File: config.mk
export PLATFORM = sky130hd
export DESIGN_NAME = pipe_m2w_ctl_flat
export DESIGN_NICKNAME = d
export VERILOG_FILES = /design/src/rtl/pipe_m2w_ctl_pkg.sv /design/src/rtl/pipe_m2w_ctl_if.sv /design/src/rtl/pipe_m2w_ctl_stage.sv /design/src/rtl/pipe_m2w_ctl.sv /design/src/flat_wrapper.sv
export SDC_FILE = /design/constraint.sdc
export NUM_CORES = 1
export LEC_CHECK = 0
export BUFFER_PORTS_ARGS = -buffer_cell sky130_fd_sc_hd__buf_4
export CORE_UTILIZATION = 47
export CTS_CLUSTER_DIAMETER = 150
export DETAILED_ROUTE_END_ITERATION = 6
export GPL_ROUTABILITY_DRIVEN = 0
export GPL_TIMING_DRIVEN = 0
export PLACE_DENSITY = 0.86
export SLEW_MARGIN = 25
export SYNTH_ARGS = -nofsm -noshare
export SYNTH_HDL_FRONTEND = slang
export SYNTH_SLANG_ARGS = --single-unit
File: constraint.sdc
create_clock -name clk -period 2.9 [get_ports clk]
set_clock_uncertainty 0.1 [all_clocks]
set_input_delay 0.87 -clock clk [delete_from_list [all_inputs] [get_ports clk]]
set_output_delay 0.87 -clock clk [all_outputs]
set_load 0.1 [all_outputs]
File: src/rtl/pipe_m2w_ctl_pkg.sv
// Shared constants and helpers for the MEM->WB pipeline register.
// Stage word order, MSB first: valid, wreg, m2reg, rd, result, dataout.
package pipe_m2w_ctl_pkg;

  localparam int DEF_DW    = 32;
  localparam int DEF_AW    = 5;
  localparam int DEPTH_MIN = 1;
  localparam int DEPTH_MAX = 4;

  function automatic bit depth_ok(input int depth);
    return (depth >= DEPTH_MIN) && (depth <= DEPTH_MAX);
  endfunction

endpackage

File: src/rtl/pipe_m2w_ctl_if.sv
// MEM-side inputs, ID-side compare sources and WB-side outputs of the M2W register.
interface pipe_m2w_ctl_if
  import pipe_m2w_ctl_pkg::*;
#(
  parameter int DW = DEF_DW,
  parameter int AW = DEF_AW
);
  // Handshake: mvalid qualifies the MEM entry; there is no ready path -- stall holds
  // every stage and flush clears every valid, with flush taking priority.
  logic          stall;
  logic          flush;
  logic          mvalid;
  logic          mwreg;
  logic          mm2reg;
  logic [AW-1:0] mrd;
  logic [DW-1:0] mresult;
  logic [DW-1:0] mdataout;
  logic [AW-1:0] rs;
  logic [AW-1:0] rt;

  logic          wvalid;
  logic          wwreg;
  logic          wm2reg;
  logic [AW-1:0] wrd;
  logic [DW-1:0] wresult;
  logic [DW-1:0] wdataout;
  logic [DW-1:0] wdata;
  logic          wb_we;
  logic          fwd_a;
  logic          fwd_b;
  logic          pending;

  modport master (
    output stall, flush, mvalid, mwreg, mm2reg, mrd, mresult, mdataout, rs, rt,
    input  wvalid, wwreg, wm2reg, wrd, wresult, wdataout, wdata, wb_we, fwd_a, fwd_b, pending
  );

  modport slave (
    input  stall, flush, mvalid, mwreg, mm2reg, mrd, mresult, mdataout, rs, rt,
    output wvalid, wwreg, wm2reg, wrd, wresult, wdataout, wdata, wb_we, fwd_a, fwd_b, pending
  );

endinterface

File: src/rtl/pipe_m2w_ctl_stage.sv
// One MEM->WB register stage: clr_v drops only valid, en loads all fields.
module pipe_m2w_ctl_stage #(
  parameter int DW = 32,
  parameter int AW = 5
) (
  input  logic          clk,
  input  logic          clrn,
  input  logic          i_en,
  input  logic          i_clr_v,
  input  logic          i_valid,
  input  logic          i_wreg,
  input  logic          i_m2reg,
  input  logic [AW-1:0] i_rd,
  input  logic [DW-1:0] i_result,
  input  logic [DW-1:0] i_dataout,
  output logic          o_valid,
  output logic          o_wreg,
  output logic          o_m2reg,
  output logic [AW-1:0] o_rd,
  output logic [DW-1:0] o_result,
  output logic [DW-1:0] o_dataout
);

  logic          r_valid;
  logic          r_wreg;
  logic          r_m2reg;
  logic [AW-1:0] r_rd;
  logic [DW-1:0] r_result;
  logic [DW-1:0] r_dataout;

  // Flushed entries keep their payload; only valid matters downstream.
  always_ff @(posedge clk or negedge clrn) begin
    if (!clrn) begin
      r_valid   <= 1'b0;
      r_wreg    <= 1'b0;
      r_m2reg   <= 1'b0;
      r_rd      <= '0;
      r_result  <= '0;
      r_dataout <= '0;
    end else if (i_clr_v) begin
      r_valid   <= 1'b0;
    end else if (i_en) begin
      r_valid   <= i_valid;
      r_wreg    <= i_wreg;
      r_m2reg   <= i_m2reg;
      r_rd      <= i_rd;
      r_result  <= i_result;
      r_dataout <= i_dataout;
    end
  end

  assign o_valid   = r_valid;
  assign o_wreg    = r_wreg;
  assign o_m2reg   = r_m2reg;
  assign o_rd      = r_rd;
  assign o_result  = r_result;
  assign o_dataout = r_dataout;

endmodule

File: src/rtl/pipe_m2w_ctl.sv
// MEM->WB pipeline register: DEPTH-stage chain, write-back select, r0 suppression,
// WB->ID forwarding compare and an in-flight indicator for the hazard unit.
module pipe_m2w_ctl
  import pipe_m2w_ctl_pkg::*;
#(
  parameter int DW    = DEF_DW,
  parameter int AW    = DEF_AW,
  parameter int DEPTH = 1
) (
  input  logic         clk,
  input  logic         clrn,
  pipe_m2w_ctl_if.slave bus
);

  if (!depth_ok(DEPTH)) begin : g_depth_err
    $error("pipe_m2w_ctl: DEPTH must be in 1..4");
  end

  // Index 0 is the MEM input, index k+1 is the output of stage k.
  logic          w_valid   [0:DEPTH];
  logic          w_wreg    [0:DEPTH];
  logic          w_m2reg   [0:DEPTH];
  logic [AW-1:0] w_rd      [0:DEPTH];
  logic [DW-1:0] w_result  [0:DEPTH];
  logic [DW-1:0] w_dataout [0:DEPTH];
  logic [DEPTH-1:0] w_vbits;
  logic          w_en;
  logic          w_we;
  logic [AW-1:0] w_wrd;

  assign w_en         = ~bus.stall;
  assign w_valid[0]   = bus.mvalid;
  assign w_wreg[0]    = bus.mwreg;
  assign w_m2reg[0]   = bus.mm2reg;
  assign w_rd[0]      = bus.mrd;
  assign w_result[0]  = bus.mresult;
  assign w_dataout[0] = bus.mdataout;

  for (genvar k = 0; k < DEPTH; k++) begin : g_stage
    pipe_m2w_ctl_stage #(.DW(DW), .AW(AW)) u_stage (
      .clk       (clk),
      .clrn      (clrn),
      .i_en      (w_en),
      .i_clr_v   (bus.flush),
      .i_valid   (w_valid[k]),
      .i_wreg    (w_wreg[k]),
      .i_m2reg   (w_m2reg[k]),
      .i_rd      (w_rd[k]),
      .i_result  (w_result[k]),
      .i_dataout (w_dataout[k]),
      .o_valid   (w_valid[k+1]),
      .o_wreg    (w_wreg[k+1]),
      .o_m2reg   (w_m2reg[k+1]),
      .o_rd      (w_rd[k+1]),
      .o_result  (w_result[k+1]),
      .o_dataout (w_dataout[k+1])
    );
    assign w_vbits[k] = w_valid[k+1];
  end

  assign w_wrd        = w_rd[DEPTH];
  assign bus.wvalid   = w_vbits[DEPTH-1];
  assign bus.wwreg    = w_wreg[DEPTH];
  assign bus.wm2reg   = w_m2reg[DEPTH];
  assign bus.wrd      = w_wrd;
  assign bus.wresult  = w_result[DEPTH];
  assign bus.wdataout = w_dataout[DEPTH];
  assign bus.wdata    = w_m2reg[DEPTH] ? w_dataout[DEPTH] : w_result[DEPTH];

  // r0 is hardwired zero, so a write to it is neither performed nor forwarded.
  assign w_we      = bus.wvalid & w_wreg[DEPTH] & (w_wrd != '0);
  assign bus.wb_we = w_we;
  assign bus.fwd_a = w_we & (w_wrd == bus.rs);
  assign bus.fwd_b = w_we & (w_wrd == bus.rt);

  if (DEPTH == 1) begin : g_pend_none
    assign bus.pending = 1'b0;
  end else begin : g_pend_or
    assign bus.pending = |w_vbits[DEPTH-2:0];
  end

endmodule

File: src/flat_wrapper.sv
// flat-port wrapper written by rule: the top's interface ports become plain ports
module pipe_m2w_ctl_flat import pipe_m2w_ctl_pkg::*;
#(
  parameter int DW    = DEF_DW,
  parameter int AW    = DEF_AW,
  parameter int DEPTH = 1
)
  (clk, clrn, bus_stall, bus_flush, bus_mvalid, bus_mwreg, bus_mm2reg, bus_mrd, bus_mresult, bus_mdataout, bus_rs, bus_rt, bus_wvalid, bus_wwreg, bus_wm2reg, bus_wrd, bus_wresult, bus_wdataout, bus_wdata, bus_wb_we, bus_fwd_a, bus_fwd_b, bus_pending);
  pipe_m2w_ctl_if #(.DW(DW), .AW(AW)) bus_i ();
  input  logic clk;
  input  logic clrn;
  input wire logic [$bits(bus_i.stall)-1:0] bus_stall;
  input wire logic [$bits(bus_i.flush)-1:0] bus_flush;
  input wire logic [$bits(bus_i.mvalid)-1:0] bus_mvalid;
  input wire logic [$bits(bus_i.mwreg)-1:0] bus_mwreg;
  input wire logic [$bits(bus_i.mm2reg)-1:0] bus_mm2reg;
  input wire logic [$bits(bus_i.mrd)-1:0] bus_mrd;
  input wire logic [$bits(bus_i.mresult)-1:0] bus_mresult;
  input wire logic [$bits(bus_i.mdataout)-1:0] bus_mdataout;
  input wire logic [$bits(bus_i.rs)-1:0] bus_rs;
  input wire logic [$bits(bus_i.rt)-1:0] bus_rt;
  output wire logic [$bits(bus_i.wvalid)-1:0] bus_wvalid;
  output wire logic [$bits(bus_i.wwreg)-1:0] bus_wwreg;
  output wire logic [$bits(bus_i.wm2reg)-1:0] bus_wm2reg;
  output wire logic [$bits(bus_i.wrd)-1:0] bus_wrd;
  output wire logic [$bits(bus_i.wresult)-1:0] bus_wresult;
  output wire logic [$bits(bus_i.wdataout)-1:0] bus_wdataout;
  output wire logic [$bits(bus_i.wdata)-1:0] bus_wdata;
  output wire logic [$bits(bus_i.wb_we)-1:0] bus_wb_we;
  output wire logic [$bits(bus_i.fwd_a)-1:0] bus_fwd_a;
  output wire logic [$bits(bus_i.fwd_b)-1:0] bus_fwd_b;
  output wire logic [$bits(bus_i.pending)-1:0] bus_pending;
  assign bus_i.stall = bus_stall;
  assign bus_i.flush = bus_flush;
  assign bus_i.mvalid = bus_mvalid;
  assign bus_i.mwreg = bus_mwreg;
  assign bus_i.mm2reg = bus_mm2reg;
  assign bus_i.mrd = bus_mrd;
  assign bus_i.mresult = bus_mresult;
  assign bus_i.mdataout = bus_mdataout;
  assign bus_i.rs = bus_rs;
  assign bus_i.rt = bus_rt;
  assign bus_wvalid = bus_i.wvalid;
  assign bus_wwreg = bus_i.wwreg;
  assign bus_wm2reg = bus_i.wm2reg;
  assign bus_wrd = bus_i.wrd;
  assign bus_wresult = bus_i.wresult;
  assign bus_wdataout = bus_i.wdataout;
  assign bus_wdata = bus_i.wdata;
  assign bus_wb_we = bus_i.wb_we;
  assign bus_fwd_a = bus_i.fwd_a;
  assign bus_fwd_b = bus_i.fwd_b;
  assign bus_pending = bus_i.pending;
  pipe_m2w_ctl #(.DW(DW), .AW(AW), .DEPTH(DEPTH)) u_core (.clk(clk), .clrn(clrn), .bus(bus_i));
endmodule
* Yosys cells after proc, flatten, opt, wreduce, memory -nomap -nowiden
Index checks and enable logic that the tools add are counted.
Widths: inputs -> output; s select.
** Operators by class
- Add/sub/neg operators :: 0
- Multipliers :: 0
- Div/mod/pow operators :: 0
- $lt $le $gt $ge :: 0
- Equal/unequal tests :: 3
- Shift-type cells :: 0
- Muxes and demuxes :: 3
- Bitwise logic cells :: 6
- Reductions and logical operators :: 2
** Operator list (number)
- $mux 32 :: 1
- $eq 5x5->1 :: 2
- $reduce_bool 5->1 :: 1
- $and 1x1->1 :: 4
- $mux 1 :: 2
- $ne 2x1->1 const B :: 1
- $not 1->1 :: 2
- $reduce_and 2->1 :: 1
** Word-level totals
- Register bits after elaboration :: 72
- Bits in latches :: 0
- Memory bits (writable) :: 0
- Bits in read-only memories :: 0
- Input port bits :: 86
- Output and inout bits :: 108
- Memories :: 0

* Longest topological paths before layout
Gate-level depths: netlist of the first run.
- Depth in word-level cells :: 3
- Mapped depth :: 3
- Mapped depth without buffers :: 3

* Hierarchy
Synthesis of the first run repeated with hierarchy kept, for this count alone.
** Unflattened totals
- Cells, all modules :: 210
- Area total of the unflattened synthesis :: 3579.7 µm²
** Modules (own cells, without submodules)
- pipe_m2w_ctl_stage :: instances 1, cells each 154, area an instance 3051.7 µm², seq. area each 1801.7 µm²
- pipe_m2w_ctl :: instances 1, cells each 56, area an instance 528.0 µm², seq. area each 0.0 µm²

* Worst setup path after synthesis of the first run
Ideal clock, no wire load.
- Path kind :: reg-to-output
- Start point :: register u_core.g_stage[0].u_stage.r_rd[0]
- End point :: output bus_fwd_a
- Arrival time :: 4271 ps
- Data required time :: 1930 ps
- Setup slack :: -2341 ps
- Stages on the path, launching flop included :: 4
- Buffers on the path :: 0
- Cells stage by stage :: dfrtp_1 -> or4_1 -> o211ai_2 -> nor4_1
** On the way
- Word-level cells in the longest chain between the ends :: 3
- Elaborated cells between the ends (all ways) :: 4
- Those cells by class :: eq/ne (1); bitwise (2); reduce/logical (1)
** Ends and longest elaborated chain
- start, declared :: line pipe_m2w_ctl_stage.sv:27 : logic [AW-1:0] r_rd;
- start signal, assigned :: line pipe_m2w_ctl_stage.sv:46 : r_rd <= i_rd;
- $reduce_bool 5->1 :: line pipe_m2w_ctl.sv:71 : assign w_we = bus.wvalid & w_wreg[DEPTH] & (w_wrd != '0);
- $and 1x1->1 :: line pipe_m2w_ctl.sv:71
- $and 1x1->1 * :: line pipe_m2w_ctl.sv:73 : assign bus.fwd_a = w_we & (w_wrd == bus.rs);
- end, declared :: line flat_wrapper.sv:30 : output wire logic [$bits(bus_i.fwd_a)-1:0] bus_fwd_a;
Mark *: on every way between the ends. The rest lies on a longest branch, timed or not.

* Worst setup path in the final report of the first run
- Start point :: register u_core.g_stage[0].u_stage.r_rd[0]
- End point :: output bus_fwd_b
** On the way
- Word-level cells in the longest chain between the ends :: 3
- Elaborated cells between the ends (all ways) :: 4
- Those cells by class :: eq/ne (1); bitwise (2); reduce/logical (1)
** Ends and longest elaborated chain
- $reduce_bool 5->1 :: line pipe_m2w_ctl.sv:71
- $and 1x1->1 :: line pipe_m2w_ctl.sv:71
- $and 1x1->1 * :: line pipe_m2w_ctl.sv:74 : assign bus.fwd_b = w_we & (w_wrd == bus.rt);
- end, declared :: line flat_wrapper.sv:31 : output wire logic [$bits(bus_i.fwd_b)-1:0] bus_fwd_b;
Marked as above.

==> metrics, run 1 <==
status finished with violations; violated checks DRC, setup timing; # rows 29; port bufs around 190; syn_nets 294; slowest CP cell or4_4; combinational share of power between 50% and 60%; Primary FF master, synth dfrtp_1; Finished Layout Cells ~500; Synth top area share 56.01%; Min-Delay Path Class reg2reg; routed len/inst about 18 um; share of power burned in the clock network around 15%; drt first pass iters 6; Net Sw Frac a little over half; Syn Inst Count 208; max-slew violations 0; DRT antenna net count 0; Slew headroom around two fifths; clk buf depth 2; Worst Path Buf+Inv 2; grt ovf 0; Synth area leaders dfrtp_1, mux2_2, buf_6; Int Pwr around 2.2 mW; first-pass GRT wire length between 10 and 15 mm; data arrival time of the critical path between 1.5 and 2 ns; clock tree sinks a little over 70; Die Span Y 84.73 um; initial antenna violation count 0; CP dominant cell by count buf_6; die area roughly 7000 sq um; post-synth cell types 17; # placed instances 477; drc violations 14; Core Area around 6500 sq um; Cell Chain, Critical Path or4_4 -> o211ai_4 -> buf_6 -> nor4_4 -> buf_6; initial core utilization between 40% and 50%; clock latency on the worst-skew pair around 0.33 ns; post-synthesis sequential area ratio 56.01%; 1st-iter DRT viols 85; Num CTS Buffers 9; Pwr Total between 4 and 5 mW; fmax approximately 340 MHz; CP max FO 3; CTS tree yes; Layout area overhead 58.46%; delay-heaviest family, CP simple AND/OR/NAND/NOR gates; RSZ-0062 raised after global routing true; Critical Path End Type output pin; fin worst setup slack -0.04457 ns; Detailed Route WL around 9 mm; Tmin final 2.945 ns; DP HPWL just under 7 mm; Vias roughly 2500; synth cell count leaders mux2_2, dfrtp_1, xnor2_1, buf_6, xor2_1; maximum VDD drop about 690 uV; vias in the first global route ~2800; Post-synth EDFFs 0; max incr delay on CP between 0.5 and 0.6 ns; ys async rst share between 90% and 100%; Pleak between 2 and 2.5 nW; final hold viol count 0; #FFs+latches synth roughly 70; nets between 500 and 600; Worst-path clk slew ~0.07 ns; vias per cell just over 5; clk root buf clkbuf_8; GRT Total Usage 25.89%; Crit path required time a little under 2 ns; Reg power frac a little over a quarter; Ant. Diodes 0; Psw 2.638 mW; H-tree levels 3; Syn Area/Cell 15.47 sq um; PwrDens between 900 and 1000 nW/um^2; Ys Warns 0; worst setup path category reg2out; mapped cell area approximately 3200 sq um; crit start category flip-flop; most frequent cell after synthesis mux2_2; fill cell count just over 400; period utilization 101.5%; layout cells sized above 1 just over 80%; cts hold-fix bufs 0; die boundary width between 80 and 90 um; Synth area leader dfrtp_1; MaxCap Viol Count 0; worst slew pin tran just under 0.9 ns; Final Setup Violations 2; largest net degree at the start of global routing 73; Top Ports 194
==> per-stage QoR <==
stage | setup WS [ns] | hold WS, ns | TNS [ns] | instance area, sq um | util [%]
finish | -0.04457 | 0.4364 | -0.08652 | 5097 | 78.48
detailed placement | 0.02674 | 0.4207 | 0 | 4857 | 74.78
global route | -0.09724 | 0.4530 | -0.2390 | 5097 | 78.48
CTS | -0.07931 | 0.4371 | -0.1522 | 5086 | 78.31
global placement | 0.06823 | 0.4102 | 0 | 4857 | 74.78
floorplan | -0.2865 | 0.4744 | -0.6346 | 3319 | -
==> routing by layer <==
| metal | vias to the layer above | global-route usage (%) | part of all wire (%) |
|---|---|---|---|
| met5 | - | 0 | 0 |
| met4 | 0 | 7.704 | 1.2 |
| met3 | 12 | 10.32 | 11 |
| met2 | 131 | 47.01 | 53 |
| met1 | 1227 | 27.69 | 36 |
| li1 | 1149 | - | - |
==> kinds of logic after synthesis <==
kind of cell	Yosys count	synth area share, %
AND/OR/NAND/NOR	7	1.245
multiplexers	104	36.37
flip-flops	72	56.01
other	1	0.1166
AO/OA/AOI/OAI	1	0.3889
buffers and inverters	13	3.150
XOR/XNOR	10	2.723
==> flip-flops by register name (all words and copies together) (netlist names) <==
signal,cells
u_core.g_stage.u_stage.o_valid,1
u_core.g_stage.u_stage.o_result,32
u_core.g_stage.u_stage.o_dataout,32
u_core.g_stage.u_stage.o_m2reg,1
u_core.g_stage.u_stage.o_wreg,1
u_core.g_stage.u_stage.o_rd,5
==> placed cells by master, fill, tap and decap left out, types with 2 or more instances in the layout <==
cell        n
dfrtp_4     2
nor4_4      2
dfrtp_1    64
xor2_1      4
xnor2_2     6
buf_4     198
mux2_2    103
clkbuf_8   12
dfrtp_2     6
nand3_1     2
buf_6       9
clkbuf_1    2
==> layout make-up <==
class	count	area (sq um)	share of cell area, %
Tap cell	77	96.34	1.890
Inverter	1	7.507	0.1473
Clock buffer	14	172.7	3.387
Multi-Input combinational cell	123	1401	27.49
Timing Repair Buffer	197	1501	29.46
Sequential cell	72	1817	35.64
Buffer	11	101.3	1.988
==> power groups by stage <==
stage	combinational (mW)	sequential, mW	clock, mW
after detailed placement	2.81	1.31	0
after global placement	2.79	1.30	0
after floorplan	1.13	2.37	0
final	2.83	1.29	0.705
after global routing	2.89	1.31	0.761
after CTS	2.84	1.29	0.726
==> path summary, 6_finish.rpt <==
kind                            depth (start not counted)                                       to                                  start  slack (ns)
worst min-delay path                                    1    u_core.g_stage[0].u_stage.o_result[6]  u_core.g_stage[0].u_stage.o_result[6]        0.44
min in group asynchronous                               1  u_core.g_stage[0].u_stage.o_dataout[28]                                   clrn        0.55
worst max-delay path                                    5                                bus_fwd_b      u_core.g_stage[0].u_stage.o_rd[0]       -0.04
worst max register to register                          3        u_core.g_stage[0].u_stage.o_rd[0]      u_core.g_stage[0].u_stage.o_rd[0]        1.66
max in group asynchronous                               1        u_core.g_stage[0].u_stage.o_rd[3]                                   clrn        1.47
worst min register to register                          1    u_core.g_stage[0].u_stage.o_result[6]  u_core.g_stage[0].u_stage.o_result[6]        0.44
==> what timing repair did <==
item | CTS | global route
buffers inserted | 4 | 1
pin swaps | 2 | 2
setup endpoints to repair | 22 | 32
gates resized for setup | 8 | 2
No activity file was read; power rests on OpenSTA's default activity.
==> run 2, diff against run 1 <==
--- a/config.mk
+++ b/config.mk
@@ -6,6 +6,7 @@
 export NUM_CORES = 1
 export LEC_CHECK = 0
 export BUFFER_PORTS_ARGS = -buffer_cell sky130_fd_sc_hd__buf_4
+export CORE_MARGIN = 2
 export CORE_UTILIZATION = 47
 export CTS_CLUSTER_DIAMETER = 150
 export DETAILED_ROUTE_END_ITERATION = 6
==> metrics, run 2 (synthesis results as in run 1) <==
status finished with violations; violated checks setup timing; Vias 2532 (+0.52%); crit start category flip-flop; combinational share of power 57.6% (-1.0 points); final hold viol count 0 (unchanged); initial antenna violation count 0 (unchanged); slowest CP cell or4_4; cts hold-fix bufs 0 (unchanged); Detailed Route WL 8.767 mm (-2.4%); Reg area 1817 sq um (unchanged); Crit path required time 1.93 ns (about the same); max-slew violations 0 (unchanged); layout cells sized above 1 82.14% (+0.085 points); Pleak 2.445 nW (+0.63%); DRT antenna net count 0 (unchanged); clk root buf clkbuf_8; met3 wire length 690 um (-28%); Worst-path clk slew 0.07 ns (about the same); Ant. Diodes 0 (unchanged); die area 7522 sq um (+4.8%); fill cell count 435 (+5.1%); # rows 30 (+3.4%); Core Area 6719 sq um (+3.4%); nets 501 (unchanged); DP HPWL 6.442 mm (-5.8%); 1st-iter DRT viols 44 (-48%); Num CTS Buffers 9 (unchanged); CP dominant cell by count buf_6; PwrDens 954.9 nW/um^2 (+0.94%); clock latency on the worst-skew pair 0.33 ns (about the same); share of power burned in the clock network 16.2% (+1.6 points); Net Sw Frac 54.00% (-0.71 points); Critical Path End Type output pin; first-pass GRT wire length 13.25 mm (-6.4%); Final Util 76.35% (-2.1 points); period utilization 102.3% (+0.76 points); MaxCap Viol Count 0 (unchanged); vias per cell 5.064 (-0.49%); GRT Total Usage 23.43% (-2.5 points); Reg power frac 26.3% (-0.5 points); Min-Delay Path Class reg2reg; fmax 337.1 MHz (-0.75%); Int Pwr 2.253 mW (+3.2%); Cell Chain, Critical Path or4_4 -> o211ai_4 -> buf_6 -> nor4_4 -> buf_6; Die Span Y 86.73 um (+2.4%); drc violations 0 (-14); Final Setup Violations 3 (+1); maximum VDD drop 572.5 uV (-17%); WL met2 4.727 mm (about the same); max incr delay on CP 0.55 ns (about the same); fin worst setup slack -0.06674 ns (-0.02217 ns); Multi-input gate area 1401 sq um (unchanged); H-tree levels 3 (unchanged); CP max FO 3 (unchanged); top sig layer met4; Placement Setup Slack -0.01087 ns (-0.03762 ns); worst slew pin tran 0.8875 ns (-0.007690 ns); data arrival time of the critical path 2.00 ns (+0.03 ns); Layout area overhead 59.47%; Tmin final 2.967 ns (+0.02217 ns); initial core utilization 47.88% (-1.7 points); Slew headroom 40.83% (+0.51 points); grt ovf 0 (unchanged); die boundary width 86.73 um (+2.4%); Top Ports 194 (unchanged); clk buf depth 2 (unchanged); vias in the first global route 2665 (-5.6%); RSZ-0062 raised after global routing true; routed len/inst 17.53 um (-3.3%); Psw 2.645 mW (+0.27%); commonest non-fill, non-tap cell in the layout buf_4; DRT met1 WL 3.244 mm (+1.8%); port bufs 192 (unchanged); worst setup path category reg2out; clock tree sinks 72 (unchanged); drt first pass iters 4 (-2); commonest cells after routing, fill and taps aside buf_4, mux2_2, dfrtp_1; largest net degree at the start of global routing 73 (unchanged); CTS tree yes
run 2: power by group through the flow:
stage	logic [mW]	registers (mW)	clock network (mW)
after CTS	2.83	1.29	0.811
after global placement	2.78	1.30	0
final	2.82	1.29	0.792
after global routing	2.89	1.31	0.857
after detailed placement	2.80	1.31	0
after floorplan	1.13	2.37	0
run 2: worst paths after layout:
| check | endpoint | start | slack, ns | cells past startpoint |
|---|---|---|---|---|
| max | bus_fwd_b | u_core.g_stage[0].u_stage.o_rd[3] | -0.07 | 5 |
| min | u_core.g_stage[0].u_stage.o_result[21] | u_core.g_stage[0].u_stage.o_result[21] | 0.43 | 1 |
| max reg2reg | u_core.g_stage[0].u_stage.o_m2reg | u_core.g_stage[0].u_stage.o_m2reg | 1.61 | 3 |
| min reg2reg | u_core.g_stage[0].u_stage.o_result[21] | u_core.g_stage[0].u_stage.o_result[21] | 0.43 | 1 |
| max in group asynchronous | u_core.g_stage[0].u_stage.o_rd[3] | clrn | 1.48 | 1 |
| min in group asynchronous | u_core.g_stage[0].u_stage.o_dataout[20] | clrn | 0.55 | 1 |
run 2: area by class of cell:
cell class	instances	area share [%]
sequential	72	35.41
inverter	1	0.1463
timing repair buffer	196	29.22
clock inverter	3	0.7805
tap	80	1.951
clock buffer	13	3.098
multi-input combinational	123	27.32
buffer	12	2.073
run 2: critical path, delay by kind of cell (launching register included):
family	cells	cell delay (ns)
AND/OR/NAND/NOR	2	0.58
flip-flops	1	0.47
buffers and inverters	2	0.34
AO/OA/AOI/OAI	1	0.27
run 2: what timing repair did:
action / CTS / global route
resized for setup: 10 / 2
buffers inserted: 4 / 0
pin swaps: 3 / 1
endpoints found under the setup margin: 32 / 3
run 2: stage by stage:
stage | power (mW) | TNS, ns | cell area [sq um] | hold slack, ns | instances
detailed placement | 4.112 | -0.01087 | 4861 | 0.4228 | 480
global placement | 4.078 | 0 | 4861 | 0.4120 | 480
global route | 5.048 | -0.3507 | 5130 | 0.4529 | 500
finish | 4.898 | -0.1884 | 5130 | 0.4341 | 500
CTS | 4.928 | -0.2073 | 5122 | 0.4398 | 500
floorplan | 3.501 | -0.6346 | 3319 | 0.4744 | 208
run 2: routing by layer:
layer	global-route usage [%]	up-vias
li1	-	1157
met1	25.91	1240
met2	43.01	125
met3	6.190	10
met4	8.523	0
met5	0	-
==> run 3, diff against run 2 <==
--- a/config.mk
+++ b/config.mk
@@ -13,6 +13,7 @@
 export GPL_ROUTABILITY_DRIVEN = 0
 export GPL_TIMING_DRIVEN = 0
 export PLACE_DENSITY = 0.86
+export SETUP_SLACK_MARGIN = 0.2
 export SLEW_MARGIN = 25
 export SYNTH_ARGS = -nofsm -noshare
 export SYNTH_HDL_FRONTEND = slang
==> metrics, run 3 (synthesis results as in run 1) <==
Net Sw Frac 53.73% (-0.27 points); Vias 2555 (+0.91%); Finished Layout Cells 500 (unchanged); clk root buf clkbuf_8; clock latency on the worst-skew pair 0.34 ns (about the same); Ant. Diodes 0 (unchanged); DP HPWL 6.442 mm (unchanged); first-pass GRT wire length 13.23 mm (-0.15%); Num CTS Buffers 9 (unchanged); final hold viol count 0 (unchanged); share of power burned in the clock network 16.0% (-0.2 points); Layout area overhead 61.65%; Crit path required time 1.93 ns (about the same); Critical Path End Type output pin; Tmin final 2.971 ns (+0.003869 ns); Core Area 6719 sq um (unchanged); CTS tree yes; Detailed Route WL 8.869 mm (+1.2%); 1st-iter DRT viols 46 (+4.5%); fin worst setup slack -0.07061 ns (-0.003869 ns); initial antenna violation count 0 (unchanged); clock tree sinks 72 (unchanged); largest net degree at the start of global routing 73 (unchanged); vias per cell 5.110 (+0.91%); worst hold path depth 1 (unchanged); hold_ws 0.4338 ns (-0.0002780 ns); # rows 30 (unchanged); GRT met2 Usage 42.80% (-0.21 points); max-slew violations 0 (unchanged); die boundary width 86.73 um (unchanged); CP max FO 3 (unchanged); Slew headroom 39.62% (-1.2 points); Top Ports 194 (unchanged); Int Pwr 2.290 mW (+1.6%); PwrDens 951.6 nW/um^2 (-0.35%); worst slew pin tran 0.9057 ns (+0.01821 ns); combinational share of power 57.9% (+0.3 points); commonest cells after routing, fill and taps aside buf_4, mux2_2, dfrtp_1; Final Setup Violations 3 (unchanged); violated checks setup timing; MaxCap Viol Count 0 (unchanged); maximum VDD drop 570.9 uV (-0.29%); nets 501 (unchanged); met3 Use GR 6.286% (+0.095 points); DRT antenna net count 0 (unchanged); data arrival time of the critical path 2.00 ns (about the same); commonest non-fill, non-tap cell in the layout buf_4; H-tree levels 3 (unchanged); fill cell count 426 (-2.1%); GRT Total Usage 23.41% (about the same); cts hold-fix bufs 0 (unchanged); # placed instances 480 (unchanged); worst setup path category reg2out; grt ovf 0 (unchanged); port bufs 192 (unchanged); drc violations 0 (unchanged); GR Layer Usage met1 25.91% (unchanged); RSZ-0062 raised after global routing true; vias in the first global route 2665 (unchanged); placed cell area 4861 sq um (unchanged); Placement Setup Slack -0.01087 ns (unchanged); final instance area 5200 sq um (+1.4%); die area 7522 sq um (unchanged); R2R depth 3 (unchanged); busiest layer in global routing met2; Reg power frac 26.0% (-0.3 points); crit start category flip-flop; Psw 2.658 mW (+0.51%); Die Span Y 86.73 um (unchanged); layout cells sized above 1 82.14% (unchanged); Pleak 2.468 nW (+0.94%); Worst-path clk slew 0.07 ns (about the same); period utilization 102.4% (+0.13 points); Min-Delay Path Class reg2reg; status finished with violations; drt first pass iters 4 (unchanged); clk buf depth 2 (unchanged); routed len/inst 17.74 um (+1.2%); fmax 336.6 MHz (-0.13%); initial core utilization 47.88% (unchanged)
==> run 3: cell count changes in the layout (fill, tap and decap cells not counted), sizes merged <==
cell | previous run | this run
clkbuf | 14 | 13
buf | 207 | 208
==> run 3: power groups by stage <==
stage / Sequential (mW) / Combinational [mW] / Clock [mW]
finish: 1.29 / 2.87 / 0.794
global route: 1.31 / 2.93 / 0.857
CTS: 1.29 / 2.84 / 0.811
detailed placement: 1.31 / 2.80 / 0
global placement: 1.30 / 2.78 / 0
floorplan: 2.37 / 1.13 / 0
==> run 3: cell type report <==
cell class | instances | area, sq um | area share [%]
tap | 80 | 100.1 | 1.925
inverter | 1 | 7.507 | 0.1444
multi-input combinational | 123 | 1401 | 26.95
buffer | 12 | 123.9 | 2.382
clock buffer | 13 | 158.9 | 3.056
sequential | 72 | 1817 | 34.94
timing repair buffer | 196 | 1551 | 29.84
clock inverter | 3 | 40.04 | 0.7700
==> run 3: worst max-delay path, cell delays in order, from the launching register on <==
cell and delay (ns):
dfrtp_4 0.47, or4_4 0.55, o211ai_4 0.27, buf_6 0.15, nor4_4 0.03, buf_6 0.19
==> run 3: metrics by stage <==
stage               utilization (%)  setup TNS (ns)  total power, mW
finish                        77.39         -0.2018            4.948
global route                  77.39         -0.3397            5.096
CTS                           76.44         -0.2073            4.934
detailed placement            72.35        -0.01087            4.112
global placement              72.35               0            4.078
floorplan                         -         -0.6346            3.501
==> run 3: path summary, 6_finish.rpt <==
path	slack, ns	endpoint	start
min in group asynchronous	0.55	u_core.g_stage[0].u_stage.o_dataout[20]	clrn
worst max register to register	1.68	u_core.g_stage[0].u_stage.o_m2reg	u_core.g_stage[0].u_stage.o_m2reg
max in group asynchronous	1.45	u_core.g_stage[0].u_stage.o_rd[3]	clrn
worst min-delay path	0.43	u_core.g_stage[0].u_stage.o_result[21]	u_core.g_stage[0].u_stage.o_result[21]
worst min register to register	0.43	u_core.g_stage[0].u_stage.o_result[21]	u_core.g_stage[0].u_stage.o_result[21]
worst max-delay path	-0.07	bus_fwd_b	u_core.g_stage[0].u_stage.o_rd[3]
==> run 3: routing by layer <==
layer  routed length (um)  share of wire [%]
met5                    0                  0
met4                  119                1.3
met3                  686                7.7
met2                 4791                 54
met1                 3272                 37
==> run 3: timing repair <==
| item | in CTS | in global routing |
|---|---|---|
| gates resized for setup | 14 | 18 |
| pin swaps | 3 | 1 |
| setup buffers | 4 | 0 |
| endpoints found under the setup margin | 32 | 18 |
| cloned | 0 | 0 |
